## config.mk

```make
export PLATFORM = sky130hd
export DESIGN_NAME = if_fetch
export DESIGN_NICKNAME = d
export VERILOG_FILES = /design/src/rtl/if_fetch.sv
export SDC_FILE = /design/constraint.sdc
export NUM_CORES = 1
export LEC_CHECK = 0
export ABC_CLOCK_PERIOD_IN_PS = 3490
export CORE_AREA = 2 2 145 147
export CTS_BUF_LIST = sky130_fd_sc_hd__clkbuf_16
export CTS_CLUSTER_DIAMETER = 200
export CTS_CLUSTER_SIZE = 25
export DETAILED_ROUTE_END_ITERATION = 16
export DIE_AREA = 0 0 147 149
export GPL_TIMING_DRIVEN = 0
export PLACE_DENSITY_LB_ADDON = 0.3
export SLEW_MARGIN = 15
export SYNTH_ARGS = -nofsm -noshare
export SYNTH_HDL_FRONTEND = slang
export SYNTH_SLANG_ARGS = --single-unit
```

## constraint.sdc

```tcl
create_clock -name clk_in -period 3.49 [get_ports clk_in]
set_input_delay 0.698 -clock clk_in [delete_from_list [all_inputs] [get_ports clk_in]]
set_output_delay 0.698 -clock clk_in [all_outputs]
set_load 0.005 [all_outputs]
```

## src/rtl/if_fetch.sv

```systemverilog
`default_nettype none
// ============================================================================
// Module   : if_fetch
// Brief    : Instruction-fetch stage; assembles 32-bit words from a byte-serial
//            memory port. Define ICACHE_EN to add a direct-mapped word cache.
// Revision : 1.0 - initial release
// ============================================================================
module if_fetch #(
    parameter logic [31:0] RESET_PC     = 32'h0000_0000,
    parameter int          ICACHE_LINES = 16
) (
    input  logic        clk_in,
    input  logic        rst_in,
    input  logic        rdy_in,
    input  logic        stall_in,
    input  logic        branch_en_in,
    input  logic [31:0] branch_target_in,
    input  logic        mem_ack_in,
    input  logic [7:0]  mem_data_in,
    output logic        mem_rd_out,
    output logic [31:0] mem_addr_out,
    output logic        inst_valid_out,
    output logic [31:0] pc_out,
    output logic [31:0] inst_out
);

    localparam logic [31:0] c_NOP = 32'h0000_0013;

    typedef enum logic [0:0] {
        S_FETCH = 1'b0,
        S_HOLD  = 1'b1
    } state_t;

    state_t      r_state;
    state_t      w_nxt_state;
    logic [31:0] r_fetch_pc;
    logic [31:0] w_nxt_pc;
    logic [1:0]  r_cnt;
    logic [1:0]  w_nxt_cnt;
    logic [23:0] r_buf;
    logic        w_take_byte;
    logic        w_load;
    logic        w_fill;
    logic        w_nxt_valid;
    logic [31:0] w_load_word;
    logic        w_hit;
    logic        w_nxt_hit;
    logic [31:0] w_hit_word;
    logic        w_unused;

    // Redirect outranks stall, acceptance and ack; a cache hit outranks memory.
    always_comb begin
        w_nxt_state = r_state;
        w_nxt_pc    = r_fetch_pc;
        w_nxt_cnt   = r_cnt;
        w_nxt_valid = inst_valid_out;
        w_take_byte = 1'b0;
        w_load      = 1'b0;
        w_fill      = 1'b0;
        w_load_word = c_NOP;
        if (branch_en_in) begin
            w_nxt_state = S_FETCH;
            w_nxt_pc    = {branch_target_in[31:2], 2'b00};
            w_nxt_cnt   = 2'd0;
            w_nxt_valid = 1'b0;
        end else if (r_state == S_HOLD) begin
            if (!stall_in) begin
                w_nxt_state = S_FETCH;
                w_nxt_valid = 1'b0;
            end
        end else if ((r_cnt == 2'd0) && w_hit) begin
            w_load      = 1'b1;
            w_load_word = w_hit_word;
            w_nxt_valid = 1'b1;
            w_nxt_pc    = r_fetch_pc + 32'd4;
            w_nxt_state = S_HOLD;
        end else if (mem_ack_in && mem_rd_out) begin
            w_take_byte = 1'b1;
            if (r_cnt == 2'd3) begin
                w_load      = 1'b1;
                w_fill      = 1'b1;
                w_load_word = {mem_data_in, r_buf};
                w_nxt_valid = 1'b1;
                w_nxt_cnt   = 2'd0;
                w_nxt_pc    = r_fetch_pc + 32'd4;
                w_nxt_state = S_HOLD;
            end else begin
                w_nxt_cnt = r_cnt + 2'd1;
            end
        end
    end

    always_ff @(posedge clk_in or negedge rst_in) begin
        if (!rst_in) begin
            r_state        <= S_FETCH;
            r_fetch_pc     <= RESET_PC;
            r_cnt          <= 2'd0;
            r_buf          <= 24'd0;
            pc_out         <= 32'd0;
            inst_out       <= c_NOP;
            inst_valid_out <= 1'b0;
            mem_rd_out     <= 1'b0;
            mem_addr_out   <= 32'd0;
        end else if (rdy_in) begin
            r_state        <= w_nxt_state;
            r_fetch_pc     <= w_nxt_pc;
            r_cnt          <= w_nxt_cnt;
            inst_valid_out <= w_nxt_valid;
            if (w_take_byte) begin
                case (r_cnt)
                    2'd0:    r_buf[7:0]   <= mem_data_in;
                    2'd1:    r_buf[15:8]  <= mem_data_in;
                    2'd2:    r_buf[23:16] <= mem_data_in;
                    default: ;
                endcase
            end
            if (w_load) begin
                pc_out   <= r_fetch_pc;
                inst_out <= w_load_word;
            end
            // Request is suppressed when the next word will be served by the cache.
            mem_rd_out   <= (w_nxt_state == S_FETCH) && !((w_nxt_cnt == 2'd0) && w_nxt_hit);
            mem_addr_out <= w_nxt_pc + {30'd0, w_nxt_cnt};
        end
    end

`ifdef ICACHE_EN
    localparam int c_IDX_W = $clog2(ICACHE_LINES);
    localparam int c_TAG_W = 30 - c_IDX_W;

    logic [31:0]        r_line_data [ICACHE_LINES];
    logic [c_TAG_W-1:0] r_line_tag  [ICACHE_LINES];
    logic [ICACHE_LINES-1:0] r_line_vld;
    logic [c_IDX_W-1:0] w_idx;
    logic [c_IDX_W-1:0] w_nxt_idx;

    assign w_idx      = r_fetch_pc[c_IDX_W+1:2];
    assign w_nxt_idx  = w_nxt_pc[c_IDX_W+1:2];
    assign w_hit      = r_line_vld[w_idx] && (r_line_tag[w_idx] == r_fetch_pc[31:c_IDX_W+2]);
    assign w_hit_word = r_line_data[w_idx];
    assign w_nxt_hit  = r_line_vld[w_nxt_idx] && (r_line_tag[w_nxt_idx] == w_nxt_pc[31:c_IDX_W+2]);
    assign w_unused   = ^{branch_target_in[1:0]};

    always_ff @(posedge clk_in or negedge rst_in) begin
        if (!rst_in) begin
            r_line_vld <= '0;
        end else if (rdy_in && w_fill) begin
            r_line_vld[w_idx] <= 1'b1;
        end
    end

    always_ff @(posedge clk_in) begin
        if (rdy_in && w_fill) begin
            r_line_data[w_idx] <= {mem_data_in, r_buf};
            r_line_tag[w_idx]  <= r_fetch_pc[31:c_IDX_W+2];
        end
    end
`else
    assign w_hit      = 1'b0;
    assign w_nxt_hit  = 1'b0;
    assign w_hit_word = c_NOP;
    assign w_unused   = ^{branch_target_in[1:0], w_fill, ICACHE_LINES};
`endif

endmodule
`default_nettype wire

```

* Yosys cells after proc, flatten, opt, wreduce, memory -nomap -nowiden
Cells that the tools add are included.
** Operators by class
- Bitwise operators :: 1
- Multiply operators :: 0
- Magnitude comparators :: 0
- Reduce and logical (&&, ||, !) cells :: 9
- Add/sub/neg operators :: 3
- Equal/unequal tests :: 4
- Shift-type cells :: 0
- Multiplexer cells :: 27
- Div/mod/pow operators :: 0
** Operators by type and width (count)
- 2-to-1 mux 32 bit :: 8
- adder 32 x 2 -> 32 bit :: 1
- adder 32 x 3 -> 32 bit, second input constant :: 1
- 2-to-1 mux 1 bit :: 15
- AND reduction 3 bit :: 3
- 2-to-1 mux 2 bit :: 4
- nonzero test 3 bit :: 2
- equality test 2 bit, second input constant :: 2
- AND reduction 4 bit :: 1
- inequality test 3 bit, second input constant :: 1
- adder 2 x 1 -> 2 bit, second input constant :: 1
- equality test 2 x 1 -> 1 bit, second input constant :: 1
- logical NOT 2 bit :: 1
- AND reduction 2 bit :: 1
- logical AND 1 bit :: 1
- NOT 1 bit :: 1
** Storage, ports and cells
- Memories kept :: 0
- ROM bits :: 0
- Register bits after elaboration :: 157
- Output and inout bits :: 98
- Input port bits :: 46
- Word-level logic and storage cells :: 55
- Latch bits :: 0
- Bits in writable memories :: 0

* Depth between registers and ports, before layout
Gate-level depths: netlist of run 1.
- Word-level depth :: 6
- Depth in mapped cells :: 15

* Worst setup path before layout of run 1
No wires, ideal clock.
- Kind :: input -> register
- Start point :: input port branch_en_in
- End point :: register mem_addr_out[27]
- Buffers on the path :: 6
- Cell stages on the path :: 15
- Setup slack :: -0.301 ns
- Arrival time :: 3.709 ns
- Data required time :: 3.408 ns
- Cell sequence :: clkbuf_8 -> clkbuf_8 -> clkbuf_1 -> buf_6 -> clkbuf_1 -> a21oi_1 -> ha_1 -> a21o_1 -> a21boi_0 -> nand4_2 -> nor2_4 -> nand4_2 -> buf_6 -> or4_1 -> a31oi_1
** On the way
- Word-level cells in the longest chain between the ends :: 2
** Ends and longest elaborated chain
- start, declared :: line 16 : input logic branch_en_in,
- 2-to-1 mux 2 bit :: line 61 : if (branch_en_in) begin
- net w_nxt_cnt[1] :: line 39 : logic [1:0] w_nxt_cnt;
- adder 32 x 2 -> 32 bit :: line 123 : mem_addr_out <= w_nxt_pc + {30'd0, w_nxt_cnt};
- end signal, assigned :: line 123
- end, declared :: line 21 : output logic [31:0] mem_addr_out,
The timed path passes the listed nets, and every way through them passes these cells.
A chain may end at the register's enable or synchronous reset.

* Final worst setup path of run 1
- Start point :: register r_cnt[1]
- End point :: register mem_addr_out[27]
** On the way
- Word-level cells in the longest chain between the ends :: 6
** Ends and longest elaborated chain
- start, declared :: line 38 : logic [1:0] r_cnt;
- start signal, assigned :: line 107 : r_cnt <= w_nxt_cnt;
- adder 2 x 1 -> 2 bit / equality test 2 bit (equally long branches) :: line 88, 79
- 2-to-1 mux 2 bit / 2-to-1 mux 32 bit (equally long branches) :: line 79 : if (r_cnt == 2'd3) begin
- 2-to-1 mux 2 bit / 2-to-1 mux 32 bit (equally long branches) :: line 77 : end else if (mem_ack_in && mem_rd_out) begin
- 2-to-1 mux 2 bit / 2-to-1 mux 32 bit (equally long branches) :: line 66 : end else if (r_state == S_HOLD) begin
- 2-to-1 mux 2 bit / 2-to-1 mux 32 bit (equally long branches) :: line 61
- adder 32 x 2 -> 32 bit * :: line 123
Mark *: on every way between the ends. The rest lies on a longest branch, timed or not.

==> results of run 1 <==
[sequential cells by signal, indices dropped and copies added (netlist names)]
signal,count
inst_valid_out,1
r_fetch_pc,32
r_cnt,2
r_state,1
mem_rd_out,1
mem_addr_out,32
inst_out,32
pc_out,32
r_buf,24
[kinds of logic (layout without fill, tap and decap cells)]
family,count (synthesis),after routing,synth area share [%]
other,0,1,0
DFF,157,157,48.8
muxes,120,120,16.6
and+or+nand+nor,227,227,16.7
xor gates and xnor gates,26,26,2.83
AOI/OAI and AO/OA,115,115,9.60
buffers and inverters,63,249,4.07
adders and majority gates,8,8,1.34
[per-layer routing]
metal	vias to the layer above	global-route usage, %	wire (um)
met5	-	0	0
met4	0	7.40	632
met3	41	5.75	1560
met2	233	32.4	10100
met1	3105	27.0	9700
li1	2967	-	-
[final timing paths]
kind                           from                to  depth (start not counted)  slack, ns
max reg2reg                r_cnt[1]  mem_addr_out[27]                         10       0.13
min reg2reg                r_buf[7]       inst_out[7]                          1       0.50
min                          rst_in  mem_addr_out[20]                          1       0.24
min in group clk_in        r_buf[7]       inst_out[7]                          1       0.50
max                        r_cnt[1]  mem_addr_out[27]                         10       0.13
max in group asynchronous    rst_in       inst_out[1]                          2       2.40
[worst max-delay path: cells and delay by family (launching register included)]
| kind | cells | cell delay (ns) |
|---|---|---|
| compound gates | 2 | 0.31 |
| flops | 1 | 0.45 |
| simple gates | 6 | 2.12 |
| fa+ha+maj | 1 | 0.21 |
| buf+inv | 1 | 0.19 |
[what timing repair did]
| item | 4_1_cts | 5_1_grt |
|---|---|---|
| resized for setup | 15 | 11 |
| buffers inserted | 9 | 5 |
| endpoints found under the setup margin | 75 | 10 |
| pin swaps | 6 | 4 |
[cell type report]
class	count	area share (%)
Timing Repair Buffer	155	14.4
Inverter	25	0.880
Antenna cell	1	0.0235
Clock inverter	15	2.03
Multi-Input combinational cell	496	36.3
Tap cell	275	3.23
Buffer	37	2.28
Clock buffer	17	3.99
Sequential cell	157	36.9
[cells in the final DEF (no fill, tap or decap), types with 8 or more instances in the layout]
cell type / count
a21oi_1: 27
a31oi_1: 13
buf_4: 16
clkbuf_1: 15
clkbuf_16: 17
clkdlybuf4s50_1: 137
clkinv_8: 9
dfrtp_1: 152
inv_1: 25
mux2_2: 108
mux2i_1: 12
nand2_1: 41
nand3_1: 23
nand4_1: 18
nor2_1: 49
nor3_1: 8
nor4_1: 11
o21ai_0: 22
o31ai_1: 15
or4_1: 9
xnor2_1: 17
xor2_1: 9
[through the flow]
stage | setup WS [ns] | std cells | TNS, ns
after floorplan | 0.00576 | 716 | 0
after detailed placement | -1.47 | 1132 | -64.37
after global placement | -4.83 | 1131 | -812.09
final | 0.130 | 1178 | 0
after CTS | 0.00426 | 1173 | 0
after global routing | -0.00104 | 1178 | -0.00104
[power breakdown]
group | switching (mW) | internal [mW] | total (mW) | leakage [nW]
sequential | 0.220 | 2.11 | 2.33 | 1.95
clock | 0.946 | 0.992 | 1.94 | 0.305
combinational | 0.515 | 0.639 | 1.15 | 2.19
total | 1.68 | 3.74 | 5.42 | 4.45
==> metrics.txt, run 1 <==
result of the run=completed; overall power consumption=approximately 5.4 mW; Area growth, synth to finish=32.4%; post-route antenna net violation count=0; worst min-delay path category=in -> async; clock tree root driver cell=clkbuf_16; net count of the mapped netlist=770; sequential-to-total area share from yosys stat=between 40% and 50%; Core Util, Final=between 50% and 60%; dominant register cell in the synthesized netlist=dfrtp_1; maximum clock frequency=just under 300 MHz; shortest period the worst path allows=3.36 ns; number of instances in the synthesized netlist=~720; ratio of total power to cell area=a little over 500 nW/um^2; cell area after technology mapping=8050 um^2; Critical Path RT=a little under 4 ns; global router's overall resource usage=slightly above 20%; Crit path largest cell delay=roughly 0.6 ns; combined area of the multi-input logic cells=3870 um^2; max-cap violation count=0; HPWL after DPL=15400 um; CTS hold repair buffers=0; setup-violating endpoint count in the final report=0; number of rows created at floorplan=53; post-route cell area=10700 um^2; height of the chip=roughly 150 um; I/O pin total=~140; maximum number of pins on one net before global-route repair=85; most common library cells after synthesis=dfrtp_1 (154), mux2_2 (108), nor2_1 (51); latest clock arrival within the worst-skew pair=0.45 ns; routability cong.=0.871; fraction of final layout cells sized beyond drive strength 1=between 20% and 30%; Longest Clk Path Bufs=2; Critical-path top delay cell=or4_4; clk sink count=157; number of fill cells=~1.8k; mean routed wirelength per cell=18.7 um; relative slew slack=32.3%; Tcrit/Tclk final=slightly below 100%; Crit Path Class=reg -> reg; Via-to-Cell Ratio=around 5.4; CTS tree=built; crit path DAT=3.72 ns; clock skew after layout=about 0.016 ns; overall overflow remaining after global route=0; violation count after the first detailed-route iteration=about 500; synthesized flop and latch total=between 150 and 200; CP cell instances=ha_4, nand4b_4, or4_4, nor4_4, o31ai_2, nor4_4, nand4_4, buf_6, or4_1, a31oi_1; Crit path top cell by count=nor4_4; via count of the routed design=about 6.3k; share of the synthesized area in the top cell type=47.9%; worst slew pin tran=roughly 1.0 ns; vias in the first global route=about 6.2k; core region area=roughly 21000 um^2; die width=roughly 150 um; reported leakage power=roughly 4.5 nW; count of distinct cell types in the synthesized netlist=75; Max FO, Critical Path=10; hold slack=between 0.2 and 0.25 ns; cell accounting for the most synthesized area=dfrtp_1; setup repair after global routing missed its margin=yes; proportion of synthesized flip-flops having asynchronous set or reset=100%; clock-pin slew on the worst setup and hold paths=roughly 0.070 ns; Port Buffer Count=140; yosys synthesis warning count=0; count of H-tree levels built during CTS=4; Pre-Repair DR Iteration Count=5; CTS Buf Count=17; endpoint class of the critical path=register; sequential standard cell area=3940 um^2; IR Drop Worst-Case VDD=0.387 mV; wire length of the first global-routing pass=between 30000 and 40000 um; dominant cell by count in the synthesized netlist=dfrtp_1; ranking of synthesized cells by area=dfrtp_1 (48%), mux2_2 (15%), nor2_1 (2.4%), nand2_1 (1.9%), xnor2_1 (1.8%); Final Routed Wirelength=about 22000 um; Nets=around 940; number of enable-type register cells in the synthesized netlist=0; count of endpoints failing hold in the final timing report=0; Die Footprint=between 20000 and 25000 um^2; max-slew violations=0; startpoint type of the worst setup path=register; average cell area after synthesis=around 11 um^2; Placement Cell Area=approximately 10000 um^2; initial antenna violation count=1; DRC Markers=0; initial core utilization=between 30% and 40%
Note: power is estimated with default switching activity, not from simulation.
==> inputs of run 2 (changes only) <==
--- a/config.mk
+++ b/config.mk
@@ -7,3 +7,3 @@
 export LEC_CHECK = 0
-export ABC_CLOCK_PERIOD_IN_PS = 3490
+export ABC_CLOCK_PERIOD_IN_PS = 3100
 export CORE_AREA = 2 2 145 147
==> constraint.sdc (replaced) <==
create_clock -name clk_in -period 3.1 [get_ports clk_in]
set_input_delay 0.62 -clock clk_in [delete_from_list [all_inputs] [get_ports clk_in]]
set_output_delay 0.62 -clock clk_in [all_outputs]
set_load 0.05 [all_outputs]
==> metrics.txt, run 2 (same netlist as run 1, synthesis figures left out) <==
Via-to-Cell Ratio=around 5.4; overall overflow remaining after global route=0; reported leakage power=roughly 4.7 nW; worst slew pin tran=0.862 ns; max-slew violations=0; Final Routed Wirelength=between 20000 and 25000 um; launch point of the worst reg-to-reg path=r_state; Nets=approximately 980; Longest Clk Path Bufs=2; clk sink count=between 150 and 200; Area growth, synth to finish=40.3%; die width=147 um; setup-violating endpoint count in the final report=7; ratio of total power to cell area=597 nW/um^2; number of fill cells=between 1.5k and 2k; clock tree root driver cell=clkbuf_16; mean routed wirelength per cell=19.2 um; post-route cell area=between 10000 and 15000 um^2; relative slew slack=between 40 and 50%; Reg2Reg Depth=11; initial antenna violation count=1; PnR worst setup slack=-0.0795 ns; Critical Path RT=about 3.5 ns; Tcrit/Tclk final=103%; post-placement cell count=about 1.1k; routability cong.=about 0.9; Finished Layout Cells=around 1.2k; post-route antenna net violation count=0; Placement Cell Area=slightly below 10000 um^2; commonest non-fill, non-tap cell in the layout=dfrtp_1; latest clock arrival within the worst-skew pair=between 0.4 and 0.5 ns; HPWL after DPL=about 16000 um; commonest non-fill, non-tap cells in the layout=dfrtp_1 (146), clkdlybuf4s50_1 (137), mux2_2 (108); clock skew after layout=roughly 0.0084 ns; CTS Buf Count=17; endpoint class of the critical path=register; CTS tree=built; count of endpoints failing hold in the final timing report=0; fraction of final layout cells sized beyond drive strength 1=between 30% and 40%; Die Footprint=21900 um^2; I/O pin total=roughly 140; wire length of the first global-routing pass=~36000 um; global router's overall resource usage=21.1%; violation count after the first detailed-route iteration=between 400 and 500; Max FO, Critical Path=10; height of the chip=approximately 150 um; vias in the first global route=roughly 6.5k; initial core utilization=between 30% and 40%; maximum clock frequency=around 310 MHz; result of the run=finished with violations; clock-pin slew on the worst setup and hold paths=roughly 0.070 ns; worst min-delay path category=in -> async; Port Buffer Count=140; setup repair after global routing missed its margin=yes; number of rows created at floorplan=53; critical register-to-register path endpoint=mem_addr_out[27]; Worst R2R Setup Slack=-0.07 ns; violated checks=negative setup slack; maximum number of pins on one net before global-route repair=86; CTS hold repair buffers=0; Pre-Repair DR Iteration Count=7; shortest period the worst path allows=roughly 3.2 ns; via count of the routed design=6622; DRC Markers=0; overall power consumption=roughly 6.7 mW; hold slack=about 0.13 ns; IR Drop Worst-Case VDD=roughly 0.43 mV; count of H-tree levels built during CTS=4; startpoint type of the worst setup path=primary input; core region area=around 20000 um^2; Crit Path Class=in -> reg; max-cap violation count=0; worst slack, placed=-1.58 ns; crit path DAT=about 3.5 ns
## run 2: how the worst max path moves through the flow
stage	start	endpoint	slack, ns
finish	branch_en_in	mem_addr_out[28]	-0.08
global route	r_state	mem_addr_out[28]	-0.20
CTS	r_cnt[0]	mem_addr_out[21]	0.002
detailed placement	branch_en_in	mem_addr_out[28]	-1.58
global placement	rst_in	mem_rd_out	-5.70
floorplan	branch_en_in	mem_addr_out[28]	-0.17
## run 2: metrics by stage
step	TNS (ns)	utilization (%)
3_5_place_dp	-99.49	48.1
3_3_place_gp	-889.42	47.9
5_1_grt	-1.37	54.9
6_report	-0.387	54.9
4_1_cts	0	53.3
2_1_floorplan	-0.631	-
## run 2: power breakdown
part           switching, mW  internal [mW]
registers              0.250           2.38
clock network           1.05           1.10
logic                   1.19          0.782
## run 2: worst max-delay path, cell delays in order
cell and delay [ns]:
buf_4 0.15, clkbuf_16 0.15, clkbuf_16 0.16, buf_6 0.15
clkbuf_16 0.18, nor2_4 0.14, ha_4 0.15, inv_2 0.04
fa_2 0.37, a21oi_4 0.17, nand4_1 0.27, nor2_4 0.24
nand4_1 0.12, buf_6 0.16, or3_1 0.30, a31oi_1 0.15
## run 2: metal layers
metal	up-vias	share of wire, %	global-route usage (%)
met4	0	3.5	9.86
met3	51	6.3	4.98
met5	-	0	0
met2	237	48	34.2
li1	3057	-	-
met1	3277	43	26.8
## run 2: final cells by class
class | count | area [um^2] | area share [%]
clock buffer | 17 | 425 | 3.77
sequential | 157 | 3940 | 34.9
buffer | 37 | 294 | 2.60
inverter | 25 | 93.8 | 0.831
multi-input combinational | 496 | 4180 | 37.0
timing repair buffer | 193 | 1820 | 16.1
tap | 275 | 344 | 3.05
antenna | 1 | 2.50 | 0.0222
clock inverter | 15 | 193 | 1.71
## run 2: what timing repair did
action                                 in CTS  in global routing
buffers inserted                           24                 27
resized for setup                          57                 33
cloned                                      1                  0
pin swaps                                  16                 36
setup endpoints to repair                  88                 19
endpoints found under the hold margin       0                  0
